### src/rtl/shift_register_universal_pkg.sv
// rtl/shift_register_universal_pkg.sv - shared types and helpers for the universal shift register
// Contents:
//   shift_mode_e : 2-bit operation select (HOLD / SHR / SHL / LOAD), fully decoded
//   cnt_w()      : width of the shift counter for a given register width
package shift_pkg;

  typedef enum logic [1:0] {
    SM_HOLD = 2'b00,
    SM_SHR  = 2'b01,
    SM_SHL  = 2'b10,
    SM_LOAD = 2'b11
  } shift_mode_e;

  function automatic int cnt_w(input int width);
    return $clog2(width);
  endfunction

endpackage

### src/rtl/shift_register_universal_if.sv
// rtl/shift_register_universal_if.sv - control/data bundle for the universal shift register
// Signals:
//   en, mode, rot, D, P     : driven by the controlling side (master)
//   Q, SO, cnt, frame_done  : driven by the shift register (slave)
interface shift_register_universal_if #(
  parameter int WIDTH = 8
);
  import shift_pkg::*;

  localparam int CW = cnt_w(WIDTH);

  logic             en;
  shift_mode_e      mode;
  logic             rot;
  logic             D;
  logic [WIDTH-1:0] P;
  logic [WIDTH-1:0] Q;
  logic             SO;
  logic [CW-1:0]    cnt;
  logic             frame_done;

  modport master (
    output en, mode, rot, D, P,
    input  Q, SO, cnt, frame_done
  );

  modport slave (
    input  en, mode, rot, D, P,
    output Q, SO, cnt, frame_done
  );

endinterface

### src/rtl/shift_register_universal_frame_counter.sv
// rtl/shift_register_universal_frame_counter.sv - modulo-WIDTH shift counter with registered wrap pulse
// Ports:
//   clk, rst : clock, asynchronous active-high reset
//   inc      : count one shift this edge
//   clr      : restart the frame (takes priority over inc)
//   cnt      : shifts counted in the current frame, 0..WIDTH-1
//   wrap     : high for the one cycle after the edge that completed a frame
module shift_frame_counter
  import shift_pkg::*;
#(
  parameter int WIDTH = 8
) (
  input  logic                    clk,
  input  logic                    rst,
  input  logic                    inc,
  input  logic                    clr,
  output logic [cnt_w(WIDTH)-1:0] cnt,
  output logic                    wrap
);

  localparam int            CW      = cnt_w(WIDTH);
  localparam logic [CW-1:0] CNT_MAX = CW'(WIDTH - 1);

  always_ff @(posedge clk or posedge rst) begin
    if (rst) begin
      cnt  <= '0;
      wrap <= 1'b0;
    end else begin
      // wrap is a pulse: any edge that does not complete a frame drops it
      wrap <= 1'b0;
      if (clr) begin
        cnt <= '0;
      end else if (inc) begin
        if (cnt == CNT_MAX) begin
          cnt  <= '0;
          wrap <= 1'b1;
        end else begin
          cnt <= cnt + CW'(1);
        end
      end
    end
  end

endmodule

### src/rtl/shift_register_universal.sv
// rtl/shift_register_universal.sv - parametrised universal shift register (SISO/SIPO/PISO/PIPO)
// Ports:
//   clk  : rising-edge clock
//   rst  : asynchronous active-high reset
//   bus  : slave side of shift_register_universal_if
//          en/mode/rot/D/P in; Q (contents), SO (serial tap), cnt, frame_done out
module shift_register_universal
  import shift_pkg::*;
#(
  parameter int WIDTH = 8
) (
  input  logic                       clk,
  input  logic                       rst,
  shift_register_universal_if.slave  bus
);

  localparam int CW = cnt_w(WIDTH);

  logic [WIDTH-1:0] q_r;
  logic [WIDTH-1:0] q_nxt;
  logic             fill_r;
  logic             fill_l;
  logic             is_shift;
  logic             cnt_inc;
  logic             cnt_clr;
  logic [CW-1:0]    cnt_w_s;
  logic             wrap_s;

  // In rotate mode the bit leaving one end re-enters at the other and D is ignored
  assign fill_r = bus.rot ? q_r[0]       : bus.D;
  assign fill_l = bus.rot ? q_r[WIDTH-1] : bus.D;

  always_comb begin
    q_nxt = q_r;
    case (bus.mode)
      SM_SHR:  q_nxt = {fill_r, q_r[WIDTH-1:1]};
      SM_SHL:  q_nxt = {q_r[WIDTH-2:0], fill_l};
      SM_LOAD: q_nxt = bus.P;
      default: q_nxt = q_r;
    endcase
  end

  always_ff @(posedge clk or posedge rst) begin
    if (rst) begin
      q_r <= '0;
    end else if (bus.en) begin
      q_r <= q_nxt;
    end
  end

  // Counting is direction-agnostic and independent of rot
  assign is_shift = (bus.mode == SM_SHR) || (bus.mode == SM_SHL);
  assign cnt_inc  = bus.en && is_shift;
  assign cnt_clr  = bus.en && (bus.mode == SM_LOAD);

  shift_frame_counter #(
    .WIDTH (WIDTH)
  ) u_frame_counter (
    .clk  (clk),
    .rst  (rst),
    .inc  (cnt_inc),
    .clr  (cnt_clr),
    .cnt  (cnt_w_s),
    .wrap (wrap_s)
  );

  assign bus.Q          = q_r;
  // SO is the bit that the current mode's next edge pushes out
  assign bus.SO         = (bus.mode == SM_SHL) ? q_r[WIDTH-1] : q_r[0];
  assign bus.cnt        = cnt_w_s;
  assign bus.frame_done = wrap_s;

endmodule

### src/flat_wrapper.sv
// flat-port wrapper written by rule: the top's interface ports become plain ports
module shift_register_universal_flat import shift_pkg::*;
#(
  parameter int WIDTH = 8
)
  (clk, rst, bus_en, bus_mode, bus_rot, bus_D, bus_P, bus_Q, bus_SO, bus_cnt, bus_frame_done);
  shift_register_universal_if #(.WIDTH(WIDTH)) bus_i ();
  input  logic clk;
  input  logic rst;
  input wire logic [$bits(bus_i.en)-1:0] bus_en;
  input wire logic [$bits(bus_i.mode)-1:0] bus_mode;
  input wire logic [$bits(bus_i.rot)-1:0] bus_rot;
  input wire logic [$bits(bus_i.D)-1:0] bus_D;
  input wire logic [$bits(bus_i.P)-1:0] bus_P;
  output wire logic [$bits(bus_i.Q)-1:0] bus_Q;
  output wire logic [$bits(bus_i.SO)-1:0] bus_SO;
  output wire logic [$bits(bus_i.cnt)-1:0] bus_cnt;
  output wire logic [$bits(bus_i.frame_done)-1:0] bus_frame_done;
  assign bus_i.en = bus_en;
  assign bus_i.mode = bus_mode;
  assign bus_i.rot = bus_rot;
  assign bus_i.D = bus_D;
  assign bus_i.P = bus_P;
  assign bus_Q = bus_i.Q;
  assign bus_SO = bus_i.SO;
  assign bus_cnt = bus_i.cnt;
  assign bus_frame_done = bus_i.frame_done;
  shift_register_universal #(.WIDTH(WIDTH)) u_core (.clk(clk), .rst(rst), .bus(bus_i));
endmodule
### config.mk
export PLATFORM = sky130hd
export DESIGN_NAME = shift_register_universal_flat
export DESIGN_NICKNAME = d
export VERILOG_FILES = /design/src/rtl/shift_register_universal_pkg.sv /design/src/rtl/shift_register_universal_if.sv /design/src/rtl/shift_register_universal_frame_counter.sv /design/src/rtl/shift_register_universal.sv /design/src/flat_wrapper.sv
export SDC_FILE = /design/constraint.sdc
export NUM_CORES = 1
export LEC_CHECK = 0
export CAP_MARGIN = 20
export CORE_UTILIZATION = 41
export CTS_CLUSTER_SIZE = 24
export DETAILED_ROUTE_END_ITERATION = 10
export GPL_ROUTABILITY_DRIVEN = 0
export PLACE_DENSITY = 0.78
export REMOVE_ABC_BUFFERS = 1
export SETUP_SLACK_MARGIN = 0.02
export SLEW_MARGIN = 10
export SYNTH_ARGS = -nofsm -noshare
export SYNTH_HDL_FRONTEND = slang
export SYNTH_SLANG_ARGS = --single-unit
### constraint.sdc
create_clock -name clk -period 1.32 [get_ports clk]
set_input_delay 0.198 -clock clk [delete_from_list [all_inputs] [get_ports clk]]
set_output_delay 0.198 -clock clk [all_outputs]
set_load 0.01 [all_outputs]
==> results by group <==
Run status
  – Outcome: finished clean

Placement
  – Placed cell areas: around 1000 um^2
  – Hpwl dp: 1140 um
  – Port Buffers: 27
  – Placed Cells: approximately 120

Run
  – # Max-Cap Violations: 0

Synth
  – Leading register cell type out of synthesis: dfrtp_1
  – Largest family of logic cells by synthesized area: compound AO/OA/AOI/OAI gates
  – Mapped Cells: 70
  – Largest cells by area after synthesis: dfrtp_1, ha_1, a22oi_1, a31oi_1, nor2_1
  – Synth Area in Compound Gates: 0.222
  – Ys async rst share: 1.00
  – Top cell type by total area after synthesis: dfrtp_1
  – Yosys reg bits: 12
  – XOR/XNOR share of the synthesized area: 0
  – Post-synthesis adder-cell area fraction: 0.0917
  – Simple-gate share of the synthesized area: 0.169
  – Multiplexer share of the synthesized area: 0.0165
  – Post-synth EDFFs: 0
  – Top cell type's share of synthesized area: 0.440
  – Synth unique cells: 20
  – Synth Cell Area: 682 um^2
  – Register area share after synthesis: 0.440
  – Synth warn: 0
  – Syn Area/Cell: between 9 and 10 um^2

Clocking
  – Num CTS Buffers: 3
  – CTS root buffer: clkbuf_4
  – H-tree levels: 1
  – Sink Count: 12
  – Clock latency on the worst-skew pair: 0.27 ns
  – CTS max path bufs: 2
  – Clk slew on worst S/H paths: approximately 0.080 ns
  – Cts hold-fix bufs: 0
  – CTS tree: done

STA
  – Setup Viol. Count Final: 0
  – Endpoints failing hold: 0
  – Slew HR: 0.694
  – RSZ-0062 raised after global routing: false
  – Period utilization: 0.951
  – Fmax achieved: 0.797 GHz
  – Tmin final: roughly 1.3 ns
  – Min Hold Slack: between 0.2 and 0.25 ns
  – Slew Viols, Final: 0
  – Clock Skew: approximately 0.0026 ns
  – Slew of the pin with the lowest slew margin: 0.459 ns

Floorplanning
  – Die area: roughly 1800 um^2
  – Core Area: between 1500 and 2000 um^2
  – Die X: 42.8 um
  – Die Ht: around 43 um
  – Initial Util: 0.447
  – IO Count: 28
  – Rows: 14

Power and ir drop
  – Pleak: about 0.0005 uW
  – VDD IR max: 771 uV
  – Pwr per Cell Area: about 1200 nW/um^2
  – Switching part of the total: 0.310
  – NetSw: between 300 and 400 uW
  – Clock share of power: 0.233
  – Int Power: about 870 uW
  – Seq pwr share: 0.396
  – Total Power: between 1000 and 1500 uW
  – Comb pwr share: 0.371

Finish
  – Layout cell share with drive strength beyond 1: 0.213
  – Cell Count, Final, Fillers Out: 124
  – Area grow syn2layout: 57.6%
  – Fin nets: roughly 130
  – Post-layout util: 0.705
  – Finished Cell Area: 1070 um^2
  – ANT cells: 0
  – Commonest cells after routing, fill and taps aside: clkdlybuf4s50_1, dfrtp_1, dlygate4sd2_1

Min path
  – Worst min-delay path category: input pin to asynchronous set/reset pin

Worst setup path
  – WP data arrival: ~1.1 ns
  – WP data required: 1.12 ns
  – Critical path class: input pin to primary output
  – Startpoint types: input pin
  – Crit end category: primary output
  – Critical Path Fanout Max: 2

Global routing
  – Vias in the first global route: between 600 and 700
  – Total GRT Usage: 0.193
  – Initial antenna violation count: 0
  – Met2 Resource Use GR: 0.324
  – Largest net degree at the start of global routing: 15
  – Met3 global-route usage: 0.0638
  – First-pass GRT wire length: between 2000 and 3000 um
  – GR Overflow Total: 0
  – Global route hottest layer: met2
  – M1 GR Usage: 0.233

Drt
  – Drt wl/cell: 12.7 um
  – Final wirelength: around 1600 um
  – Routed Antenna Nets: 0
  – Via density: 5.32
  – Via count: 660
  – DRT iter0 DRCs: 16
  – Post-route DRC: 0
  – Drt pass-1 iters: 4
==> cells in the mapped netlist (2+ instances only) <==
library cell,instances
ha_1,5
buf_6,2
a22o_1,3
nor2_1,10
a221oi_1,2
o21ai_0,2
dfrtp_1,12
a31oi_1,6
a22oi_1,6
inv_1,3
a21oi_1,2
and2_1,3
nand2_1,7
==> final cells by class <==
type,count,area [um^2]
tap,16,20.0
clock buffer,4,36.3
inverter,3,11.3
timing repair buffer,37,333
multi-input combinational,52,374
sequential,12,300
fill,125,449
==> final timing paths <==
| kind | start | endpoint | slack (ns) | cells past startpoint |
|---|---|---|---|---|
| setup / recovery | bus_mode[1] | bus_SO | 0.06 | 4 |
| hold / removal | rst | u_core.u_frame_counter.cnt[1]$_DFFE_PP0P_ | 0.22 | 2 |
| setup reg to reg | u_core.u_frame_counter.cnt[0]$_DFFE_PP0P_ | u_core.u_frame_counter.cnt[2]$_DFFE_PP0P_ | 0.08 | 4 |
| hold reg to reg | u_core.u_frame_counter.cnt[1]$_DFFE_PP0P_ | u_core.u_frame_counter.cnt[1]$_DFFE_PP0P_ | 0.54 | 1 |
| max in group asynchronous | rst | u_core.bus.Q[5]$_DFFE_PP0P_ | 0.78 | 2 |
| min in group clk | u_core.u_frame_counter.cnt[1]$_DFFE_PP0P_ | u_core.u_frame_counter.cnt[1]$_DFFE_PP0P_ | 0.54 | 1 |
==> cells by family after synthesis <==
family          after synthesis
mux                           1
fa+ha+maj                     5
flops                        12
simple gates                 24
buf+inv                       6
compound gates               22
==> registers in the layout, summed over array words and instances (netlist names) <==
| name | flops |
|---|---|
| u_core.u_frame_counter.cnt | 3 |
| u_core.bus.Q | 8 |
| u_core.u_frame_counter.wrap | 1 |
==> per-layer routing <==
layer / wire (um) / part of all wire
met1: 704 / 0.45
met2: 778 / 0.49
met3: 85 / 0.054
met4: 8 / 0.0051
met5: 0 / 0
==> stage by stage <==
step / worst slack [ns] / setup TNS (ns)
after floorplan: 0.133 / 0
after global placement: -0.556 / -4.45
after detailed placement: -0.573 / -4.81
after CTS: 0.00278 / 0
after global routing: 0.0353 / 0
final: 0.0647 / 0
==> critical path, cell delays in order <==
cell	delay (ns)
dlygate4sd2_1	0.27
ha_4	0.17
mux2_4	0.30
buf_6	0.12
==> power by group through the flow <==
stage / sequential [uW] / clock, uW / combinational [uW]
5_1_grt: 512 / 321 / 513
2_1_floorplan: 545 / 0 / 166
3_5_place_dp: 514 / 0 / 474
3_3_place_gp: 511 / 0 / 462
4_1_cts: 496 / 307 / 455
6_report: 499 / 294 / 469
==> what timing repair did <==
item	CTS	global route
pin swaps	1	1
gates cloned	0	0
endpoints found under the setup margin	25	4
resized for setup	21	8
setup buffers	2	0
(Power assumes the default switching activity.)
